## src/rtl/vx_perf_pkg.sv

```systemverilog
`default_nettype none
//==============================================================================
// Module : vx_perf_pkg
// Brief  : Shared constants and stage-1 event record for the issue perf counters.
// Rev    : 1.0
//==============================================================================
package vx_perf_pkg;

   localparam int NUM_EX_UNITS     = 5;
   localparam int PERF_UNIT_ALU    = 0;
   localparam int PERF_UNIT_LSU    = 1;
   localparam int PERF_UNIT_CSR    = 2;
   localparam int PERF_UNIT_FPU    = 3;
   localparam int PERF_UNIT_GPU    = 4;

   localparam int PERF_NUM_THREADS = 4;
   localparam int PERF_THR_W       = $clog2(PERF_NUM_THREADS + 1);

   typedef struct packed {
      logic                    ibf;
      logic                    scb;
      logic [NUM_EX_UNITS-1:0] unit;
      logic [PERF_THR_W-1:0]   thr;
   } perf_evt_t;

endpackage
`default_nettype wire

```

## src/rtl/vx_issue_perf_counters_if.sv

```systemverilog
`default_nettype none
//==============================================================================
// Module : vx_issue_perf_counters_if
// Brief  : Issue-stage handshake bundle observed by the perf counters.
// Rev    : 1.0
//==============================================================================
interface vx_issue_perf_counters_if
   import vx_perf_pkg::*;
#(
   parameter int NUM_THREADS = PERF_NUM_THREADS
) ();

   logic                    ibuf_push_valid;
   logic                    ibuf_push_ready;
   logic                    issue_valid;
   logic                    scb_ready;
   logic [NUM_EX_UNITS-1:0] unit_sel;
   logic [NUM_EX_UNITS-1:0] dispatch_ready;
   logic [NUM_THREADS-1:0]  issue_tmask;

   modport master (
      output ibuf_push_valid, ibuf_push_ready, issue_valid, scb_ready,
             unit_sel, dispatch_ready, issue_tmask
   );

   modport slave (
      input  ibuf_push_valid, ibuf_push_ready, issue_valid, scb_ready,
             unit_sel, dispatch_ready, issue_tmask
   );

endinterface
`default_nettype wire

```

## src/rtl/vx_perf_ctr.sv

```systemverilog
`default_nettype none
//==============================================================================
// Module : vx_perf_ctr
// Brief  : Single free-running event counter; wraps by default, saturates at
//          all-ones when VX_PERF_SATURATE_EN is defined.
// Rev    : 1.0
//==============================================================================
module vx_perf_ctr #(
   parameter int INC_W         = 1,
   parameter int PERF_CTR_BITS = 44
) (
   input  wire logic                     clk,
   input  wire logic                     reset_n,
   input  wire logic                     clear,
   input  wire logic [INC_W-1:0]         incr,
   output logic      [PERF_CTR_BITS-1:0] count
);

   logic [PERF_CTR_BITS-1:0] r_count;
   logic [PERF_CTR_BITS-1:0] w_next;

`ifdef VX_PERF_SATURATE_EN
   // One extra bit catches the carry so overflow clamps instead of wrapping.
   logic [PERF_CTR_BITS:0] w_sum;
   assign w_sum  = {1'b0, r_count} + (PERF_CTR_BITS+1)'(incr);
   assign w_next = w_sum[PERF_CTR_BITS] ? '1 : w_sum[PERF_CTR_BITS-1:0];
`else
   assign w_next = r_count + PERF_CTR_BITS'(incr);
`endif

   always_ff @(posedge clk or negedge reset_n) begin
      if (!reset_n) begin
         r_count <= '0;
      end else if (clear) begin
         r_count <= '0;
      end else begin
         r_count <= w_next;
      end
   end

   assign count = r_count;

endmodule
`default_nettype wire

```

## src/rtl/vx_issue_perf_counters.sv

```systemverilog
`default_nettype none
//==============================================================================
// Module : vx_issue_perf_counters
// Brief  : Issue-stage stall / active-thread accumulator (capture, then add).
//          Counter overflow behaviour selected by VX_PERF_SATURATE_EN.
// Rev    : 1.0
//==============================================================================
module vx_issue_perf_counters
   import vx_perf_pkg::*;
#(
   parameter int NUM_THREADS   = PERF_NUM_THREADS,
   parameter int PERF_CTR_BITS = 44
) (
   input  wire logic                     clk,
   input  wire logic                     reset_n,
   input  wire logic                     perf_enable,
   input  wire logic                     perf_clear,
   vx_issue_perf_counters_if.slave       bus,
   output logic      [PERF_CTR_BITS-1:0] ibf_stalls,
   output logic      [PERF_CTR_BITS-1:0] scb_stalls,
   output logic      [PERF_CTR_BITS-1:0] alu_stalls,
   output logic      [PERF_CTR_BITS-1:0] lsu_stalls,
   output logic      [PERF_CTR_BITS-1:0] csr_stalls,
   output logic      [PERF_CTR_BITS-1:0] fpu_stalls,
   output logic      [PERF_CTR_BITS-1:0] gpu_stalls,
   output logic      [PERF_CTR_BITS-1:0] active_threads
);

   perf_evt_t                w_evt;
   perf_evt_t                r_evt;
   logic                     w_go;
   logic                     w_fire;
   logic [PERF_THR_W-1:0]    w_pop;
   logic [PERF_CTR_BITS-1:0] w_unit_cnt [NUM_EX_UNITS];

   // Stage 1: flatten the handshakes into single-cycle event flags.
   always_comb begin
      w_evt    = '0;
      w_go     = bus.issue_valid & bus.scb_ready;
      w_fire   = w_go & (|(bus.unit_sel & bus.dispatch_ready));
      w_pop    = '0;
      for (int i = 0; i < NUM_THREADS; i++) begin
         w_pop = w_pop + PERF_THR_W'(bus.issue_tmask[i]);
      end
      w_evt.ibf  = perf_enable & bus.ibuf_push_valid & ~bus.ibuf_push_ready;
      w_evt.scb  = perf_enable & bus.issue_valid & ~bus.scb_ready;
      w_evt.unit = {NUM_EX_UNITS{perf_enable & w_go}} & bus.unit_sel & ~bus.dispatch_ready;
      w_evt.thr  = (perf_enable & w_fire) ? w_pop : '0;
   end

   always_ff @(posedge clk or negedge reset_n) begin
      if (!reset_n) begin
         r_evt <= '0;
      end else if (perf_clear) begin
         r_evt <= '0;
      end else begin
         r_evt <= w_evt;
      end
   end

   // Stage 2: one accumulator per event class.
   vx_perf_ctr #(.INC_W(1), .PERF_CTR_BITS(PERF_CTR_BITS)) u_ctr_ibf (
      .clk(clk), .reset_n(reset_n), .clear(perf_clear), .incr(r_evt.ibf), .count(ibf_stalls)
   );

   vx_perf_ctr #(.INC_W(1), .PERF_CTR_BITS(PERF_CTR_BITS)) u_ctr_scb (
      .clk(clk), .reset_n(reset_n), .clear(perf_clear), .incr(r_evt.scb), .count(scb_stalls)
   );

   generate
      for (genvar g = 0; g < NUM_EX_UNITS; g++) begin : g_unit
         vx_perf_ctr #(.INC_W(1), .PERF_CTR_BITS(PERF_CTR_BITS)) u_ctr_unit (
            .clk(clk), .reset_n(reset_n), .clear(perf_clear),
            .incr(r_evt.unit[g]), .count(w_unit_cnt[g])
         );
      end
   endgenerate

   vx_perf_ctr #(.INC_W(PERF_THR_W), .PERF_CTR_BITS(PERF_CTR_BITS)) u_ctr_thr (
      .clk(clk), .reset_n(reset_n), .clear(perf_clear), .incr(r_evt.thr), .count(active_threads)
   );

   assign alu_stalls = w_unit_cnt[PERF_UNIT_ALU];
   assign lsu_stalls = w_unit_cnt[PERF_UNIT_LSU];
   assign csr_stalls = w_unit_cnt[PERF_UNIT_CSR];
   assign fpu_stalls = w_unit_cnt[PERF_UNIT_FPU];
   assign gpu_stalls = w_unit_cnt[PERF_UNIT_GPU];

   // Multi-hot targets are counted bit-by-bit in hardware but are illegal.
   always @(posedge clk) begin
      if (reset_n && bus.issue_valid) begin
         assert ($onehot0(bus.unit_sel));
      end
   end

endmodule
`default_nettype wire

```

## src/flat_wrapper.sv

```systemverilog
// flat-port wrapper written by rule: the top's interface ports become plain ports
module vx_issue_perf_counters_flat import vx_perf_pkg::*;
#(
   parameter int NUM_THREADS   = PERF_NUM_THREADS,
   parameter int PERF_CTR_BITS = 44
)
  (clk, reset_n, perf_enable, perf_clear, ibf_stalls, scb_stalls, alu_stalls, lsu_stalls, csr_stalls, fpu_stalls, gpu_stalls, active_threads, bus_ibuf_push_valid, bus_ibuf_push_ready, bus_issue_valid, bus_scb_ready, bus_unit_sel, bus_dispatch_ready, bus_issue_tmask);
  vx_issue_perf_counters_if #(.NUM_THREADS(NUM_THREADS)) bus_i ();
  input  wire logic clk;
  input  wire logic reset_n;
  input  wire logic perf_enable;
  input  wire logic perf_clear;
  output logic      [PERF_CTR_BITS-1:0] ibf_stalls;
  output logic      [PERF_CTR_BITS-1:0] scb_stalls;
  output logic      [PERF_CTR_BITS-1:0] alu_stalls;
  output logic      [PERF_CTR_BITS-1:0] lsu_stalls;
  output logic      [PERF_CTR_BITS-1:0] csr_stalls;
  output logic      [PERF_CTR_BITS-1:0] fpu_stalls;
  output logic      [PERF_CTR_BITS-1:0] gpu_stalls;
  output logic      [PERF_CTR_BITS-1:0] active_threads;
  input wire logic [$bits(bus_i.ibuf_push_valid)-1:0] bus_ibuf_push_valid;
  input wire logic [$bits(bus_i.ibuf_push_ready)-1:0] bus_ibuf_push_ready;
  input wire logic [$bits(bus_i.issue_valid)-1:0] bus_issue_valid;
  input wire logic [$bits(bus_i.scb_ready)-1:0] bus_scb_ready;
  input wire logic [$bits(bus_i.unit_sel)-1:0] bus_unit_sel;
  input wire logic [$bits(bus_i.dispatch_ready)-1:0] bus_dispatch_ready;
  input wire logic [$bits(bus_i.issue_tmask)-1:0] bus_issue_tmask;
  assign bus_i.ibuf_push_valid = bus_ibuf_push_valid;
  assign bus_i.ibuf_push_ready = bus_ibuf_push_ready;
  assign bus_i.issue_valid = bus_issue_valid;
  assign bus_i.scb_ready = bus_scb_ready;
  assign bus_i.unit_sel = bus_unit_sel;
  assign bus_i.dispatch_ready = bus_dispatch_ready;
  assign bus_i.issue_tmask = bus_issue_tmask;
  vx_issue_perf_counters #(.NUM_THREADS(NUM_THREADS), .PERF_CTR_BITS(PERF_CTR_BITS)) u_core (.clk(clk), .reset_n(reset_n), .perf_enable(perf_enable), .perf_clear(perf_clear), .bus(bus_i), .ibf_stalls(ibf_stalls), .scb_stalls(scb_stalls), .alu_stalls(alu_stalls), .lsu_stalls(lsu_stalls), .csr_stalls(csr_stalls), .fpu_stalls(fpu_stalls), .gpu_stalls(gpu_stalls), .active_threads(active_threads));
endmodule
```

## config.mk

```make
export PLATFORM = sky130hd
export DESIGN_NAME = vx_issue_perf_counters_flat
export DESIGN_NICKNAME = d
export VERILOG_FILES = /design/src/rtl/vx_perf_pkg.sv /design/src/rtl/vx_issue_perf_counters_if.sv /design/src/rtl/vx_perf_ctr.sv /design/src/rtl/vx_issue_perf_counters.sv /design/src/flat_wrapper.sv
export SDC_FILE = /design/constraint.sdc
export NUM_CORES = 1
export LEC_CHECK = 0
export CELL_PAD_IN_SITES_DETAIL_PLACEMENT = 2
export CELL_PAD_IN_SITES_GLOBAL_PLACEMENT = 2
export CORE_MARGIN = 4
export CORE_UTILIZATION = 33
export DETAILED_ROUTE_END_ITERATION = 7
export DONT_BUFFER_PORTS = 1
export GPL_TIMING_DRIVEN = 0
export HOLD_SLACK_MARGIN = 0.12
export PLACE_DENSITY_LB_ADDON = 0.12
export SLEW_MARGIN = 20
export SYNTH_ARGS = -nofsm -noshare
export SYNTH_HDL_FRONTEND = slang
export SYNTH_HIERARCHICAL = 1
export SYNTH_SLANG_ARGS = --single-unit
```

## constraint.sdc

```tcl
create_clock -name clk -period 1.94 [get_ports clk]
set_input_delay 0.194 -clock clk [delete_from_list [all_inputs] [get_ports clk]]
set_output_delay 0.194 -clock clk [all_outputs]
set_load 0.01 [all_outputs]
```

==> impl_metrics.ini <==
[outcome]
status = finished, violations left
violations = hold timing, setup timing

[synthesis]
synth_seq_area_share_pct = 47.8
yosysMostFrequentCell = nor2_1
synth_top_area_share_pct = 47.8
ys_types = 47
synth_ff_type = dfrtp_1
yosys_warnings = 6
ys_ff_latch = 362
yosysTopAreaCell = dfrtp_1
synthesis.area_um2 = 19000
synth-edff-count = 0
async_reset_ff_share_pct = 100
synth_nets = 2054
synth_area_per_cell_um2 = 9.42
synth_cells = 2011
ys_top_cells_by_area = dfrtp_1, nor2_1, xnor2_1
ys_top_cells_by_count = nor2_1, dfrtp_1, nand3_1, xnor2_1, nand4_1

[global_routing]
grtUsageTotal_pct = 22.8
gr-total-overflow = 0
grt_pass1_wl_mm = 111
grt_max_degree = 363
grt_pass1_vias = 18500
antenna_found_initial = 1

[clock_tree]
tritoncts = built
cts_max_level = 2
cts.path.max_buffers = 3
cts_inserted_buffers = 46
clkTransAtPathRegs_ns = 0.06
clkSinkCount = 362
clock_latency_ns = 0.58
clockRootBuffer = clkbuf_16

[timing]
rsz0062_at_grt = true
slew_violations = 0
max_slew_margin_pct = 42.8
hold_slack_ns = -0.686
hold_viol = 362
fin_crit_ns = 2.27
setup_viol = 165
fmax_ghz = 0.441
layout_setup_ws_ns = -0.326
finClkSkew_ns = 0.0118
worst_slew_pin_slew_ns = 0.858
fin_crit_sh_pct = 117

[layout]
nFillCells = 5807
n_antenna_cell = 0
stdcell_area_um2 = 26000
drive_gt1_share_pct = 33.1
stdcell_count = 3058
fin_nets = 2310
fin_util_pct = 46.0
syn_to_final_growth_pct = 37.4

[critical_path]
reg2reg_from = u_core/g_unit[3].u_ctr_unit/count[0]
start_kind = flop
crit_family = simple AND/OR/NAND/NOR gates
cp.required_ns = 2.43
path_cells = ha_4 > buf_6 > nand4_1 > buf_4 > nor4_4 > nand3_2 > or3_4 > a21oi_2
worstPathArrival_ns = 2.76
critical_path.slowest_cell = dfrtp_2
path_class = flop to flop
r2r_setup_slack_ns = -0.33
slowest_delay_ns = 0.46
critPathLaunch = u_core/g_unit[3].u_ctr_unit/count[0]
cp_num_buf_inv = 2
endpoint_kind = flop
cp_max_fo = 3

[place]
io_buffers = 0
hpwl_mm = 47.9
gp_congestion = 0.786
dpl.cell_count = 2767
dpl_cell_area_um2 = 20100

[pwr]
p_leak_uw = 0.0110
peakVddDrop_uv = 574
powerDensity_nw_per_um2 = 638

[drt]
antenna_left = 0
wire_per_inst_um = 24.6
drt_pre_antenna_iters = 4
vias = 16800
totalWireLength_mm = 75.2
drc = 0
drt-initial-drc-count = 754
vias_per_cell = 5.50

[floorplanning]
die-area_um2 = 61300
start_util_pct = 33.5
rows = 87
die_h_um = 248
fp.coreArea_um2 = 56600
top_level_ports = 374
die_x_um = 248

[flow_run]
maxCapViolations = 0

[worst_hold_path]
hold_path_class = primary input to async pin
[flip-flops by register name, summed over array words and instances, names as in the netlist]
name,flops
u_core/u_ctr_thr/count,44
u_core/u_ctr_scb/count,44
u_core/r_evt,10
u_core/g_unit.u_ctr_unit/count,220
u_core/u_ctr_ibf/count,44
[area by class of cell]
cell class | count | area, µm² | area share (%)
plain buffers | 46 | 219 | 0.841
clock buffers | 67 | 1360 | 5.24
repair buffers | 220 | 2060 | 7.91
flip-flops and latches | 362 | 9210 | 35.4
multi-input cells | 1513 | 11800 | 45.3
well taps | 756 | 946 | 3.63
inverters | 78 | 293 | 1.12
clock inverters | 16 | 158 | 0.606
[placed cells by master, fill, tap and decap left out, types with 49 or more instances in the layout]
| cell type | n |
|---|---|
| nand3_1 | 100 |
| dfrtp_2 | 120 |
| nand2_1 | 112 |
| dfrtp_1 | 242 |
| xor2_1 | 112 |
| buf_4 | 124 |
| nor2_1 | 359 |
| xnor2_1 | 122 |
| clkbuf_1 | 49 |
| nor3_4 | 61 |
| nand4_1 | 124 |
| clkbuf_16 | 51 |
| inv_1 | 78 |
| buf_6 | 69 |
[routing by layer]
layer / wire length [µm] / track usage [%]
met2: 37600 / 39.6
met5: 0 / 0
met4: 1960 / 5.48
met3: 5540 / 8.10
met1: 30000 / 27.2
[power by group]
| part | internal (µW) | switching [µW] |
|---|---|---|
| combinational | 75.5 | 209 |
| clock | 5250 | 3490 |
| sequential | 7560 | 14.2 |
[per-stage QoR]
stage / setup WS, ns / TNS (ns) / power [µW]
after detailed placement: -0.684 / -77.46 / 7930
final: -0.326 / -17.44 / 16600
after floorplan: -0.201 / -1.82 / 7840
after global placement: -0.628 / -67.81 / 7920
after CTS: -0.316 / -12.41 / 16900
after global routing: -0.425 / -36.59 / 17300
[final timing paths]
| path | end | cells after the start |
|---|---|---|
| setup / recovery | u_core/g_unit[3].u_ctr_unit/count[43] | 8 |
| hold / removal | u_core/u_ctr_scb/count[30] | 0 |
| setup reg to reg | u_core/g_unit[3].u_ctr_unit/count[43] | 8 |
| hold reg to reg | u_core/g_unit[0].u_ctr_unit/count[22] | 2 |
| max in group asynchronous | u_core/g_unit[3].u_ctr_unit/count[7] | 0 |
| min in group clk | u_core/r_evt[2] | 2 |
[logic make-up (layout without fill, tap and decap cells)]
kind of cell	count (synthesis)	after routing	synth area share (%)
flip-flops	362	362	47.8
multiplexers	23	23	1.37
buffers and inverters	136	427	2.79
AO/OA/AOI/OAI	103	103	3.22
adder cells (fa/ha/maj)	21	21	1.47
XOR/XNOR	261	261	12.1
AND/OR/NAND/NOR	1105	1105	31.3
[what timing repair did]
item,4_1_cts,5_1_grt
buffers inserted,110,97
pin swaps,150,165
endpoints found under the hold margin,388,363
hold buffers,21,2
endpoints found under the setup margin,263,249
cloned,0,2
gates resized for setup,376,227
Power figures use the tool's default switching activity.
